**src/rtl/sap1_pkg.sv**
```systemverilog
// Constants and loader state encoding shared by the SAP-1 RAM, MAR and program loader.
package sap1_pkg;

    localparam int unsigned ADDR_W = 4;
    localparam int unsigned DATA_W = 8;
    localparam int unsigned DEPTH  = 16;

    typedef enum logic [2:0] {
        StIdle,
        StLen,
        StData,
        StCsum,
        StDone,
        StErr
    } loader_state_e;

endpackage

```
**src/rtl/ram_loader.sv**
```systemverilog
// Writer side of the SAP-1 program RAM: takes a length/data/checksum frame over valid/ready,
// writes the data from address 0 upward and keeps the CPU held until a frame checks out.
module ram_loader
    import sap1_pkg::*;
#(
    parameter int unsigned ADDR_W = sap1_pkg::ADDR_W,
    parameter int unsigned DATA_W = sap1_pkg::DATA_W,
    parameter int unsigned DEPTH  = sap1_pkg::DEPTH
) (
    input  logic              CLK,
    input  logic              CLR,
    input  logic              start,
    input  logic              in_valid,
    input  logic [DATA_W-1:0] in_data,
    output logic              in_ready,
    output logic              wr_en,
    output logic [ADDR_W-1:0] wr_addr,
    output logic [DATA_W-1:0] wr_data,
    output logic              cpu_hold,
    output logic              busy,
    output logic              done,
    output logic              error
);

    // One extra bit so a full-depth frame can count to DEPTH without wrapping.
    localparam int unsigned CntW = ADDR_W + 1;
    localparam logic [DATA_W-1:0] MaxLen = DATA_W'(DEPTH);

    loader_state_e     state_q;
    logic [CntW-1:0]   len_q;
    logic [CntW-1:0]   count_q;
    logic [DATA_W-1:0] sum_q;

    logic              accept;
    logic              len_bad;
    logic              last_byte;
    logic [DATA_W-1:0] sum_next;

    always_comb begin
        in_ready = (state_q == StLen) || (state_q == StData) || (state_q == StCsum);
    end

    assign accept    = in_valid && in_ready;
    assign len_bad   = (in_data == '0) || (in_data > MaxLen);
    assign sum_next  = sum_q + in_data;
    assign last_byte = (count_q + CntW'(1)) == len_q;

    always_ff @(posedge CLK) begin
        if (CLR) begin
            state_q  <= StIdle;
            len_q    <= '0;
            count_q  <= '0;
            sum_q    <= '0;
            wr_en    <= 1'b0;
            wr_addr  <= '0;
            wr_data  <= '0;
            cpu_hold <= 1'b1;
            busy     <= 1'b0;
            done     <= 1'b0;
            error    <= 1'b0;
        end else begin
            wr_en <= 1'b0;
            unique case (state_q)
                StIdle, StDone, StErr: begin
                    if (start) begin
                        state_q  <= StLen;
                        done     <= 1'b0;
                        error    <= 1'b0;
                        sum_q    <= '0;
                        count_q  <= '0;
                        busy     <= 1'b1;
                        cpu_hold <= 1'b1;
                    end
                end
                StLen: begin
                    if (accept) begin
                        if (len_bad) begin
                            state_q <= StErr;
                            error   <= 1'b1;
                            busy    <= 1'b0;
                        end else begin
                            len_q   <= in_data[CntW-1:0];
                            state_q <= StData;
                        end
                    end
                end
                StData: begin
                    if (accept) begin
                        wr_en   <= 1'b1;
                        wr_addr <= count_q[ADDR_W-1:0];
                        wr_data <= in_data;
                        sum_q   <= sum_next;
                        count_q <= count_q + CntW'(1);
                        if (last_byte) begin
                            state_q <= StCsum;
                        end
                    end
                end
                StCsum: begin
                    if (accept) begin
                        busy <= 1'b0;
                        if (in_data == sum_q) begin
                            state_q  <= StDone;
                            done     <= 1'b1;
                            cpu_hold <= 1'b0;
                        end else begin
                            state_q <= StErr;
                            error   <= 1'b1;
                        end
                    end
                end
                default: begin
                    state_q <= StIdle;
                end
            endcase
        end
    end

endmodule

```
**config.mk**
```make
export PLATFORM = sky130hd
export DESIGN_NAME = ram_loader
export DESIGN_NICKNAME = d
export VERILOG_FILES = /design/src/rtl/sap1_pkg.sv /design/src/rtl/ram_loader.sv
export SDC_FILE = /design/constraint.sdc
export NUM_CORES = 1
export LEC_CHECK = 0
export ABC_AREA = 1
export ABC_CLOCK_PERIOD_IN_PS = 1700
export BUFFER_PORTS_ARGS = -buffer_cell sky130_fd_sc_hd__buf_4
export CAP_MARGIN = 25
export CORE_AREA = 2 2 67 69
export DETAILED_ROUTE_END_ITERATION = 8
export DIE_AREA = 0 0 69 71
export PLACE_DENSITY_LB_ADDON = 0.25
export SYNTH_ARGS = -nofsm -noshare
export SYNTH_HDL_FRONTEND = slang
export SYNTH_SLANG_ARGS = --single-unit
```
**constraint.sdc**
```tcl
create_clock -name CLK -period 1.7 [get_ports CLK]
set_input_delay 0.34 -clock CLK [delete_from_list [all_inputs] [get_ports CLK]]
set_output_delay 0.34 -clock CLK [all_outputs]
set_load 0.01 [all_outputs]
```
; ---- Yosys cells after proc, flatten, opt, wreduce, memory -nomap -nowiden
; Cells that the tools add are included.
[word_totals]
in_bits = 12
reg_bits = 38
[op_classes]
bitwise = 2
magnitude_cmp = 1
n_addsub = 2
reduce_logical = 18
muxes = 32
n_eq_ne = 15
[ops]
columns = cell, count
row1 = 2-to-1 mux 3 bit, 6
row2 = 2-to-1 mux 8 bit, 2
row3 = one-hot mux 8 bit (2 select lines), 1
row4 = 2-to-1 mux 1 bit, 15
row5 = "!= test 2 bit, second input constant", 7
row6 = one-hot mux 3 bit (4 select lines), 1
row7 = 2-to-1 mux 5 bit, 2
row8 = one-hot mux 5 bit (2 select lines), 1
row9 = AND reduction 5 bit, 2
row10 = adder 8 bit, 1
row11 = equality test 8 bit, 1
row12 = "greater-than comparator 8 x 5 -> 1 bit, second input constant", 1
row13 = logical NOT 8 bit, 1
row14 = "equality test 3 x 2 -> 1 bit, second input constant", 2
row15 = "equality test 3 bit, second input constant", 2
row16 = one-hot mux 1 bit (3 select lines), 2
row17 = AND reduction 3 bit, 2
row18 = AND reduction 6 bit, 1
row19 = "adder 5 x 1 -> 5 bit, second input constant", 1
row20 = equality test 5 bit, 1
row21 = one-hot mux 1 bit (2 select lines), 2
row22 = AND reduction 4 bit, 1
row23 = nonzero test 2 bit, 2
row24 = "equality test 3 x 1 -> 1 bit, second input constant", 1
row25 = other kinds (9), 12

; ---- Longest topological paths before layout
; Gate-level depths: netlist of run 1.
[logic_depth]
depth_word = 6
ltp_mapped = 12
depth_no_buf = 12

; ---- Least setup slack after synthesis of run 1
; Ideal clock, no wire load.
[synth_timing]
kind = input port to flip-flop
startpoint = input in_data[0]
endpoint = register sum_q[6]
arrival_ns = 1.476
path_slack_ns = 0.091
required_ns = 1.568
stages = 7
path_cell_list = ha_1 fa_1 nand4_1 nand3_1 or2_2 nand3_1 a21oi_1
[synth_between]
elab_chain_len = 3
[synth_rtl]
columns = item, line
row1 = "start, declared", ram_loader.sv:14  ; input logic [DATA_W-1:0] in_data,
row2 = adder 8 bit, ram_loader.sv:45  ; assign sum_next = sum_q + in_data;
row3 = 2-to-1 mux 8 bit, ram_loader.sv:88  ; if (accept) begin
row4 = one-hot mux 8 bit (2 select lines), ram_loader.sv:63  ; unique case (state_q)
row5 = "end signal, assigned", ram_loader.sv:92  ; sum_q <= sum_next;
row6 = "end, declared", ram_loader.sv:32  ; logic [DATA_W-1:0] sum_q;
; No other way between the ends. The select of a mux whose other input is x is not followed.
; A chain may end at the register's enable or synchronous reset.

; ---- Final worst setup path of run 1
[layout_timing]
startpoint = register sum_q[0]
endpoint = register sum_q[6]
[layout_between]
elab_chain_len = 3
[layout_rtl]
columns = item, line
row1 = adder 8 bit, ram_loader.sv:45
row2 = 2-to-1 mux 8 bit, ram_loader.sv:88
row3 = one-hot mux 8 bit (2 select lines), ram_loader.sv:63
; No other way between the ends. The select of a mux whose other input is x is not followed.

==> results.sh, run 1 <==
export IMPL_cp_cell_sequence="ha_1 > fa_1 > nand4_1 > nand3_1 > or2_2 > nand3_1 > a21oi_1"
export IMPL_start_kind="flop"
export IMPL_vias=1992
export IMPL_drive_above_1_share_pct=22.0
export IMPL_internal_power_mw=1.73
export IMPL_grt_max_degree=19
export IMPL_finalSetupViolCount=0
export IMPL_worst_pin_slew_ns=0.327
export IMPL_routabilityCongestion=0.875
export IMPL_grt_pass1_vias=1827
export IMPL_wl_microns=4700
export IMPL_synth_edff_count=0
export IMPL_ys_warn_count=0
export IMPL_netlist_instances=292
export IMPL_finClkSkew_ns=0.00508
export IMPL_startpoint="sum_q[0]"
export IMPL_via_per_inst=5.12
export IMPL_die_area_sq_um=4900
export IMPL_p_seq_share_pct=39.4
export IMPL_cts_sinks=38
export IMPL_p_leak_nw=1.19
export IMPL_post_cts_repair_setup_buffers=0
export IMPL_cts_clk_slew_worst_paths_ns=0.07
export IMPL_p_switching_mw=1.05
export IMPL_rows=24
export IMPL_antenna_found_initial=0
export IMPL_rr_endpoint="sum_q[6]"
export IMPL_hp_class="input pin to flop"
export IMPL_reg2reg_depth=7
export IMPL_holdPathEnd="wr_data[6]"
export IMPL_cp_slowest_cell="fa_1"
export IMPL_end_kind="flop"
export IMPL_slowest_delay_ns=0.41
export IMPL_grt_first_pass_wirelength_microns=7910
export IMPL_core_area_sq_um=4200
export IMPL_fin_crit_ns=1.64
export IMPL_p_sw_share_pct=37.9
export IMPL_p_comb_share_pct=39.6
export IMPL_clk_latency_ns=0.29
export IMPL_cts_buffers_inserted=5
export IMPL_ys_ff_latch=38
export IMPL_syn_avg_cell_area_sq_um=6.96
export IMPL_ant_nets=0
export IMPL_drc_errors=0
export IMPL_fin_nets=358
export IMPL_powerDensity_nw_per_um2=1110
export IMPL_numPortBuffers=29
export IMPL_grt_overflow=0
export IMPL_synth_area_sq_um=2030
export IMPL_cp_max_fo=3
export IMPL_start_util_pct=48.4
export IMPL_dp_worst_setup_slack_ns=-0.103
export IMPL_slew_viol_final=0
export IMPL_place_hpwl_microns=3550
export IMPL_cts_max_level=2
export IMPL_post_drt_wl_per_cell_microns=12.1
export IMPL_critPathArrivalTime_ns=1.81
export IMPL_yosysSeqAreaShare_pct=37.4
export IMPL_crit_path_frequent_cell="nand3_1"
export IMPL_pwr_share_clk_pct=21.0
export IMPL_synth_async_sr_flop_share_pct=0
export IMPL_clock_root_buffer="clkbuf_8"
export IMPL_utilization_pct=59.7
export IMPL_first_iter_violations=102
export IMPL_path_delay_family="adder cells"
export IMPL_clk_path_buf_depth=2
export IMPL_setup_ws_ns=0.0645
export IMPL_r2r_slack_ns=0.06
export IMPL_peakVddDrop_mv=0.633
export IMPL_grt_setup_unrepaired="yes"
export IMPL_tritoncts="built"
export IMPL_hold_viol=0
export IMPL_cp_depth=7
export IMPL_syn2layout_area_growth_pct=23.4
export IMPL_grt_usage_pct=20.2
export IMPL_antenna_cells=0
export IMPL_whs_path_depth=3
export IMPL_cts_resized=0
export IMPL_cts_hold_buf=0
export IMPL_fmax_mhz=611
export IMPL_outcome="finished clean"
export IMPL_path_class="flop to flop"
export IMPL_die_h_microns=71
export IMPL_drv_cap=0
export IMPL_ys_flop_type="dfxtp_1"
export IMPL_first_pass_iters=4
export IMPL_min_delay_start="in_data[6]"
export IMPL_fin_crit_sh_pct=96.2
export IMPL_synth_net_count=313
export IMPL_synth_distinct_cells=30
export IMPL_required_ns=1.87
export IMPL_worstPathBufferInverterCount=0
export IMPL_r2r_start="sum_q[0]"
export IMPL_die_w_microns=69
export IMPL_ios=30
export IMPL_relSlewSlack_pct=78.2
metrics by stage:
stage          area (sq um)  cells  power (mW)  TNS, ns  hold slack, ns
3_3_place_gp           2400    382        2.19   -0.128           0.454
3_5_place_dp           2400    382        2.20   -0.203           0.459
6_report               2510    389        2.78        0           0.304
5_1_grt                2510    389        2.99  -0.0257           0.302
4_1_cts                2480    389        2.79        0           0.302
2_1_floorplan          2030    292        1.82        0           0.409
metal layers:
layer	GRT usage, %	vias up	wire, microns
li1	-	1045	-
met1	24.2	906	2110
met2	34.7	35	2330
met3	5.27	6	178
met4	8.06	0	78
met5	0	-	0
cell usage in the layout, fill, tap and decap left out, types with 2 or more instances in the layout:
master / count
o21ai_1: 7
inv_1: 31
nor3_2: 2
nor2_1: 33
o21ai_2: 2
nand2_2: 2
ha_1: 7
nor2_2: 3
inv_2: 5
nand3_1: 19
clkbuf_8: 5
o21ai_0: 17
clkinv_2: 2
or2_2: 2
buf_4: 44
nand2_1: 63
nor2_4: 2
dfxtp_1: 38
nand4_1: 8
a21oi_1: 33
worst register-to-register path, delay by kind of cell (launching register included):
kind	cells	cell delay (ns)
AOI/OAI and AO/OA	1	0.06
DFF	1	0.31
adders and majority gates	2	0.62
and+or+nand+nor	4	0.53
layout make-up:
cell class | count | area [sq um]
tap | 52 | 65.1
fill | 402 | 1690
clock inverter | 2 | 10.0
multi-input combinational | 211 | 1120
clock buffer | 5 | 68.8
sequential | 38 | 761
timing repair buffer | 45 | 350
inverter | 36 | 135
registers in the layout, indices dropped and copies added, names as in the netlist:
name	flops
len_q	5
count_q	5
error	1
cpu_hold	1
busy	1
wr_en	1
wr_addr	4
state_q	3
done	1
wr_data	8
sum_q	8
logic make-up after synthesis:
logic type,after synthesis,share of synthesized area (%)
compound gates,63,16.2
flops,38,37.4
simple gates,138,31.1
xor+xnor,1,0.431
fa+ha+maj,9,5.91
buf+inv,43,8.92
worst max-delay path by stage:
stage | end | slack, ns
floorplan | sum_q[6] | 0.09
global placement | sum_q[6] | -0.08
detailed placement | sum_q[6] | -0.10
CTS | sum_q[6] | 0.06
global route | sum_q[6] | -0.01
finish | sum_q[6] | 0.06
synthesized netlist by cell type (2+ instances only):
| cell | n | area, sq um |
|---|---|---|
| nand3_1 | 19 | 95.1 |
| ha_1 | 8 | 100 |
| dfxtp_1 | 38 | 761 |
| inv_2 | 5 | 18.8 |
| buf_6 | 2 | 22.5 |
| inv_1 | 31 | 116 |
| nand2_1 | 64 | 240 |
| nor2_2 | 3 | 18.8 |
| nor2_4 | 2 | 22.5 |
| nor3_1 | 3 | 15.0 |
| a21oi_1 | 34 | 170 |
| clkbuf_1 | 2 | 7.51 |
| o21ai_1 | 6 | 30.0 |
| nand4_1 | 8 | 50.1 |
| or2_2 | 2 | 12.5 |
| o21ai_0 | 18 | 90.1 |
| o21ai_2 | 2 | 17.5 |
| nor2_1 | 33 | 124 |
power groups by stage:
stage / Sequential, mW / Combinational [mW] / Clock, mW
after CTS: 1.09 / 1.09 / 0.603
after global routing: 1.11 / 1.24 / 0.640
final: 1.10 / 1.10 / 0.584
after floorplan: 1.13 / 0.689 / 0
after detailed placement: 1.11 / 1.09 / 0
after global placement: 1.11 / 1.08 / 0
Note: power is estimated with default switching activity, not from simulation.
==> run 2: changes to the inputs <==
Settings changed: ABC_CLOCK_PERIOD_IN_PS 1700 to 1800, CELL_PAD_IN_SITES_DETAIL_PLACEMENT set to 1, CELL_PAD_IN_SITES_GLOBAL_PLACEMENT set to 1, CORE_AREA 2 2 67 69 to 2 2 75 77, DIE_AREA 0 0 69 71 to 0 0 77 79.
Clock period 1.7 ns to 1.8 ns, I/O delays scaled along.
==> results.sh, run 2 (same netlist as run 1, synthesis figures left out) <==
export IMPL_syn2layout_area_growth_pct=21.2
export IMPL_die_h_microns=79
export IMPL_cts_hold_buf=0
export IMPL_grt_max_degree=25
export IMPL_vias=2021
export IMPL_p_leak_nw=1.16
export IMPL_final_cell_mix="nand2_1 (63), dfxtp_1 (38), buf_4 (38), a21oi_1 (34), nor2_1 (33)"
export IMPL_clk_latency_ns=0.29
export IMPL_antenna_found_initial=0
export IMPL_relSlewSlack_pct=70.0
export IMPL_largestRegisters="sum_q (8), wr_data (8)"
export IMPL_final_common_cell="nand2_1"
export IMPL_slew_viol_final=0
export IMPL_cts_clk_slew_worst_paths_ns=0.07
export IMPL_power_mw=2.67
export IMPL_fin_crit_sh_pct=90.9
export IMPL_hp_class="input pin to flop"
export IMPL_finClkSkew_ns=0.00588
export IMPL_cts_sinks=38
export IMPL_r2r_start="sum_q[0]"
export IMPL_grt_pass1_vias=1921
export IMPL_via_per_inst=5.01
export IMPL_holdWs_ns=0.318
export IMPL_tritoncts="built"
export IMPL_fin_nets=351
export IMPL_start_kind="flop"
export IMPL_r2r_slack_ns=0.16
export IMPL_ant_nets=0
export IMPL_first_iter_violations=89
export IMPL_cp_max_fo=3
export IMPL_fin_crit_ns=1.64
export IMPL_critPathArrivalTime_ns=1.82
export IMPL_grt_first_pass_wirelength_microns=9160
export IMPL_path_class="flop to flop"
export IMPL_min_delay_start="in_data[5]"
export IMPL_drc_errors=0
export IMPL_reg2reg_depth=7
export IMPL_numPortBuffers=29
export IMPL_drive_above_1_share_pct=19.0
export IMPL_cts_max_level=2
export IMPL_wl_microns=5300
export IMPL_end_kind="flop"
export IMPL_die_w_microns=77
export IMPL_whs_path_depth=3
export IMPL_clock_root_buffer="clkbuf_8"
export IMPL_post_drt_wl_per_cell_microns=13.2
export IMPL_powerDensity_nw_per_um2=1080
export IMPL_peakVddDrop_mv=0.407
export IMPL_finalSetupViolCount=0
export IMPL_worst_pin_slew_ns=0.448
export IMPL_final_cells=403
export IMPL_fillers=736
export IMPL_dp_cells=393
export IMPL_ios=30
export IMPL_first_pass_iters=4
export IMPL_finalSetupTns_ns=0
export IMPL_drv_cap=0
export IMPL_grt_usage_pct=18.9
export IMPL_routabilityCongestion=0.840
export IMPL_antenna_cells=0
export IMPL_start_util_pct=38.1
export IMPL_core_area_sq_um=5340
export IMPL_hold_viol=0
export IMPL_place_hpwl_microns=4000
export IMPL_required_ns=1.98
export IMPL_die_area_sq_um=6080
export IMPL_grt_overflow=0
export IMPL_grt_setup_unrepaired="no"
export IMPL_cts_buffers_inserted=5
export IMPL_holdPathEnd="wr_data[5]"
export IMPL_rr_endpoint="sum_q[6]"
export IMPL_fmax_mhz=611
export IMPL_outcome="finished clean"
export IMPL_rows=27
export IMPL_clk_path_buf_depth=2
## run 2: cell types whose count changed in the layout (fill, tap and decap cells not counted)
cell	previous run	this run
buf_12	1	0
ha_1	7	8
ha_4	1	0
buf_4	44	38
a21oi_2	1	0
o21ai_2	2	1
clkinv_2	2	1
o21ai_4	0	1
clkbuf_8	5	6
nor3_2	2	0
clkbuf_1	0	1
a21oi_1	33	34
nor3_1	1	3
## run 2: critical path, cell delays in order, from the launching register on
cell     delay, ns
dfxtp_1       0.32
ha_1          0.20
fa_1          0.41
nand4_1       0.11
nand3_1       0.08
or2_2         0.28
nand3_1       0.08
a21oi_1       0.06
## run 2: repair_timing
item	in CTS	in global routing
setup buffers	0	2
resized for setup	0	3
setup endpoints to repair	0	16
## run 2: power by group
group	internal (mW)	total [mW]	switching [mW]	leakage, nW
combinational	0.380	1.01	0.632	0.804
clock	0.309	0.622	0.313	0.0482
sequential	0.952	1.03	0.0801	0.308
total	1.64	2.67	1.02	1.16
## run 2: area by class of cell
| cell class | count | area [sq um] | share of cell area (%) |
|---|---|---|---|
| clock buffers | 7 | 86.3 | 3.50 |
| well taps | 72 | 90.1 | 3.66 |
| multi-input cells | 211 | 1100 | 44.7 |
| inverters | 36 | 135 | 5.49 |
| repair buffers | 38 | 285 | 11.6 |
| clock inverters | 1 | 5.00 | 0.203 |
| flip-flops and latches | 38 | 761 | 30.9 |
## run 2: stage by stage
stage | setup slack (ns) | cell area (sq um) | utilization, %
after floorplan | 0.171 | 2030 | -
after global placement | 0.00140 | 2350 | 44.0
after detailed placement | -0.0622 | 2350 | 44.0
after CTS | 0.0163 | 2440 | 45.7
after global routing | 0.00305 | 2460 | 46.2
final | 0.165 | 2460 | 46.2
## run 2: worst max path at each step
stage / slack [ns] / endpoint / startpoint
floorplan: 0.17 / sum_q[6] / in_data[0]
global placement: 0.001 / sum_q[6] / in_data[0]
detailed placement: -0.06 / sum_q[4] / in_data[0]
CTS: 0.02 / count_q[0] / state_q[1]
global route: 0.003 / done / sum_q[1]
finish: 0.16 / sum_q[6] / sum_q[0]
## run 2: routing by layer
metal	wire length, microns	track usage [%]	vias up
met3	169	3.64	7
met5	0	0	-
li1	-	-	1033
met2	2630	32.3	23
met4	81	6.96	0
met1	2420	23.9	958
==> run 3: changes to the inputs <==
Settings changed: ABC_CLOCK_PERIOD_IN_PS 1800 to 1440, CORE_AREA 2 2 75 77 to 2 2 94 96, DIE_AREA 0 0 77 79 to 0 0 96 98.
Clock period 1.8 ns to 1.44 ns, I/O delays scaled along.
==> results.sh, run 3 (same netlist as run 1, synthesis figures left out) <==
export IMPL_outcome="finished with violations"
export IMPL_violations="negative setup slack"
export IMPL_finalSetupViolCount=6
export IMPL_setup_ws_ns=-0.0596
export IMPL_ant_nets=0
export IMPL_path_class="flop to flop"
export IMPL_tritoncts="built"
export IMPL_cp_max_fo=5
export IMPL_worst_pin_slew_ns=0.307
export IMPL_powerDensity_nw_per_um2=1240
export IMPL_p_leak_nw=1.40
export IMPL_grt_setup_unrepaired="yes"
export IMPL_cts_sinks=38
export IMPL_clk_path_buf_depth=2
export IMPL_die_w_microns=96
export IMPL_finalSetupTns_ns=-0.273
export IMPL_fin_nets=398
export IMPL_die_area_sq_um=9410
export IMPL_p_switching_mw=1.47
export IMPL_first_iter_violations=59
export IMPL_clock_root_buffer="clkbuf_8"
export IMPL_cts_max_level=2
export IMPL_vias=2189
export IMPL_clk_latency_ns=0.29
export IMPL_relSlewSlack_pct=79.5
export IMPL_fmax_mhz=667
export IMPL_start_kind="flop"
export IMPL_drive_above_1_share_pct=38.5
export IMPL_rows=34
export IMPL_largestRegisters="sum_q (8), wr_data (8)"
export IMPL_p_sw_share_pct=38.2
export IMPL_required_ns=1.62
export IMPL_fin_crit_sh_pct=104
export IMPL_finClkSkew_ns=0.00830
export IMPL_via_per_inst=4.51
export IMPL_peakVddDrop_mv=0.416
export IMPL_dp_cells=474
export IMPL_drc_errors=0
export IMPL_antenna_found_initial=0
export IMPL_p_seq_share_pct=33.7
export IMPL_routabilityCongestion=0.811
export IMPL_internal_power_mw=2.37
export IMPL_critPathArrivalTime_ns=1.68
export IMPL_final_common_cell="buf_4"
export IMPL_hp_class="input pin to flop"
export IMPL_die_h_microns=98
export IMPL_grt_overflow=0
export IMPL_post_drt_wl_per_cell_microns=13.4
export IMPL_final_cell_mix="buf_4 (81), nand2_1 (60), nor2_1 (32), dfxtp_1 (31), a21oi_1 (30)"
export IMPL_wl_microns=6490
export IMPL_grt_first_pass_wirelength_microns=11200
export IMPL_place_hpwl_microns=4870
export IMPL_cts_buffers_inserted=5
export IMPL_pwr_share_clk_pct=18.9
export IMPL_grt_pass1_vias=2376
export IMPL_cts_hold_buf=0
export IMPL_numPortBuffers=29
export IMPL_final_cells=485
export IMPL_first_pass_iters=4
export IMPL_cts_clk_slew_worst_paths_ns=0.08
export IMPL_drv_cap=0
export IMPL_core_area_sq_um=8470
export IMPL_ios=30
export IMPL_end_kind="flop"
export IMPL_p_comb_share_pct=47.4
export IMPL_slew_viol_final=0
export IMPL_antenna_cells=0
export IMPL_hold_viol=0
export IMPL_grt_usage_pct=15.2
export IMPL_grt_max_degree=25
export IMPL_fin_crit_ns=1.50
export IMPL_syn2layout_area_growth_pct=52.7
export IMPL_start_util_pct=24.0
run 3: cell types whose count changed in the layout (fill, tap and decap cells not counted), moves of 4 or more:
cell / before / now
ha_1: 8 / 0
nand3_2: 0 / 5
dfxtp_2: 0 / 7
o21ai_0: 17 / 13
dfxtp_1: 38 / 31
a21oi_1: 34 / 30
nand3_1: 19 / 14
ha_4: 0 / 8
buf_4: 38 / 81
run 3: routing by layer:
metal	global-route usage, %	part of all wire [%]	vias to the layer above
met5	0	0	-
met4	3.96	1.2	0
met3	2.47	1.8	6
met2	27.0	52	19
met1	18.5	45	1039
li1	-	-	1125
run 3: worst paths after layout:
kind,startpoint,endpoint,slack [ns],depth (start not counted)
max,sum_q[2],sum_q[5],-0.06,9
min,in_data[7],wr_data[7],0.25,3
max reg2reg,sum_q[2],sum_q[5],-0.06,9
min reg2reg,len_q[3],len_q[3],0.47,2
run 3: area by class of cell:
class,instances,area [sq um]
Inverter,36,138
Clock buffer,5,68.8
Clock inverter,2,10.0
Fill cell,1046,5360
Timing Repair Buffer,85,679
Sequential cell,38,769
Multi-Input combinational cell,211,1310
Tap cell,108,135
run 3: power by group through the flow:
| stage | sequential (mW) | combinational, mW | clock, mW |
|---|---|---|---|
| after floorplan | 1.34 | 0.822 | 0 |
| after global placement | 1.31 | 1.55 | 0 |
| after detailed placement | 1.31 | 1.57 | 0 |
| after CTS | 1.29 | 1.75 | 0.760 |
| after global routing | 1.32 | 2.03 | 0.799 |
| final | 1.30 | 1.82 | 0.727 |
run 3: through the flow:
stage / utilization, % / hold WS (ns) / setup slack [ns] / total power, mW / area [sq um]
floorplan: - / 0.350 / -0.0353 / 2.16 / 2060
global route: 36.7 / 0.280 / -0.231 / 4.15 / 3110
global placement: 32.7 / 0.452 / -0.317 / 2.86 / 2770
finish: 36.7 / 0.249 / -0.0596 / 3.84 / 3110
detailed placement: 32.7 / 0.458 / -0.355 / 2.87 / 2770
CTS: 35.9 / 0.261 / -0.101 / 3.80 / 3040
run 3: timing repair:
item	CTS	global route
buffers inserted	3	1
endpoints found under the setup margin	29	34
pin swaps	15	10
gates resized for setup	37	12
run 3: critical path, cell delays in order, from the launching register on:
cell	delay (ns)
dfxtp_2	0.34
ha_4	0.28
buf_6	0.12
nand3_2	0.07
nand2_2	0.08
nand2_2	0.06
a21oi_2	0.17
a21oi_1	0.09
o21ai_1	0.09
a21oi_1	0.08
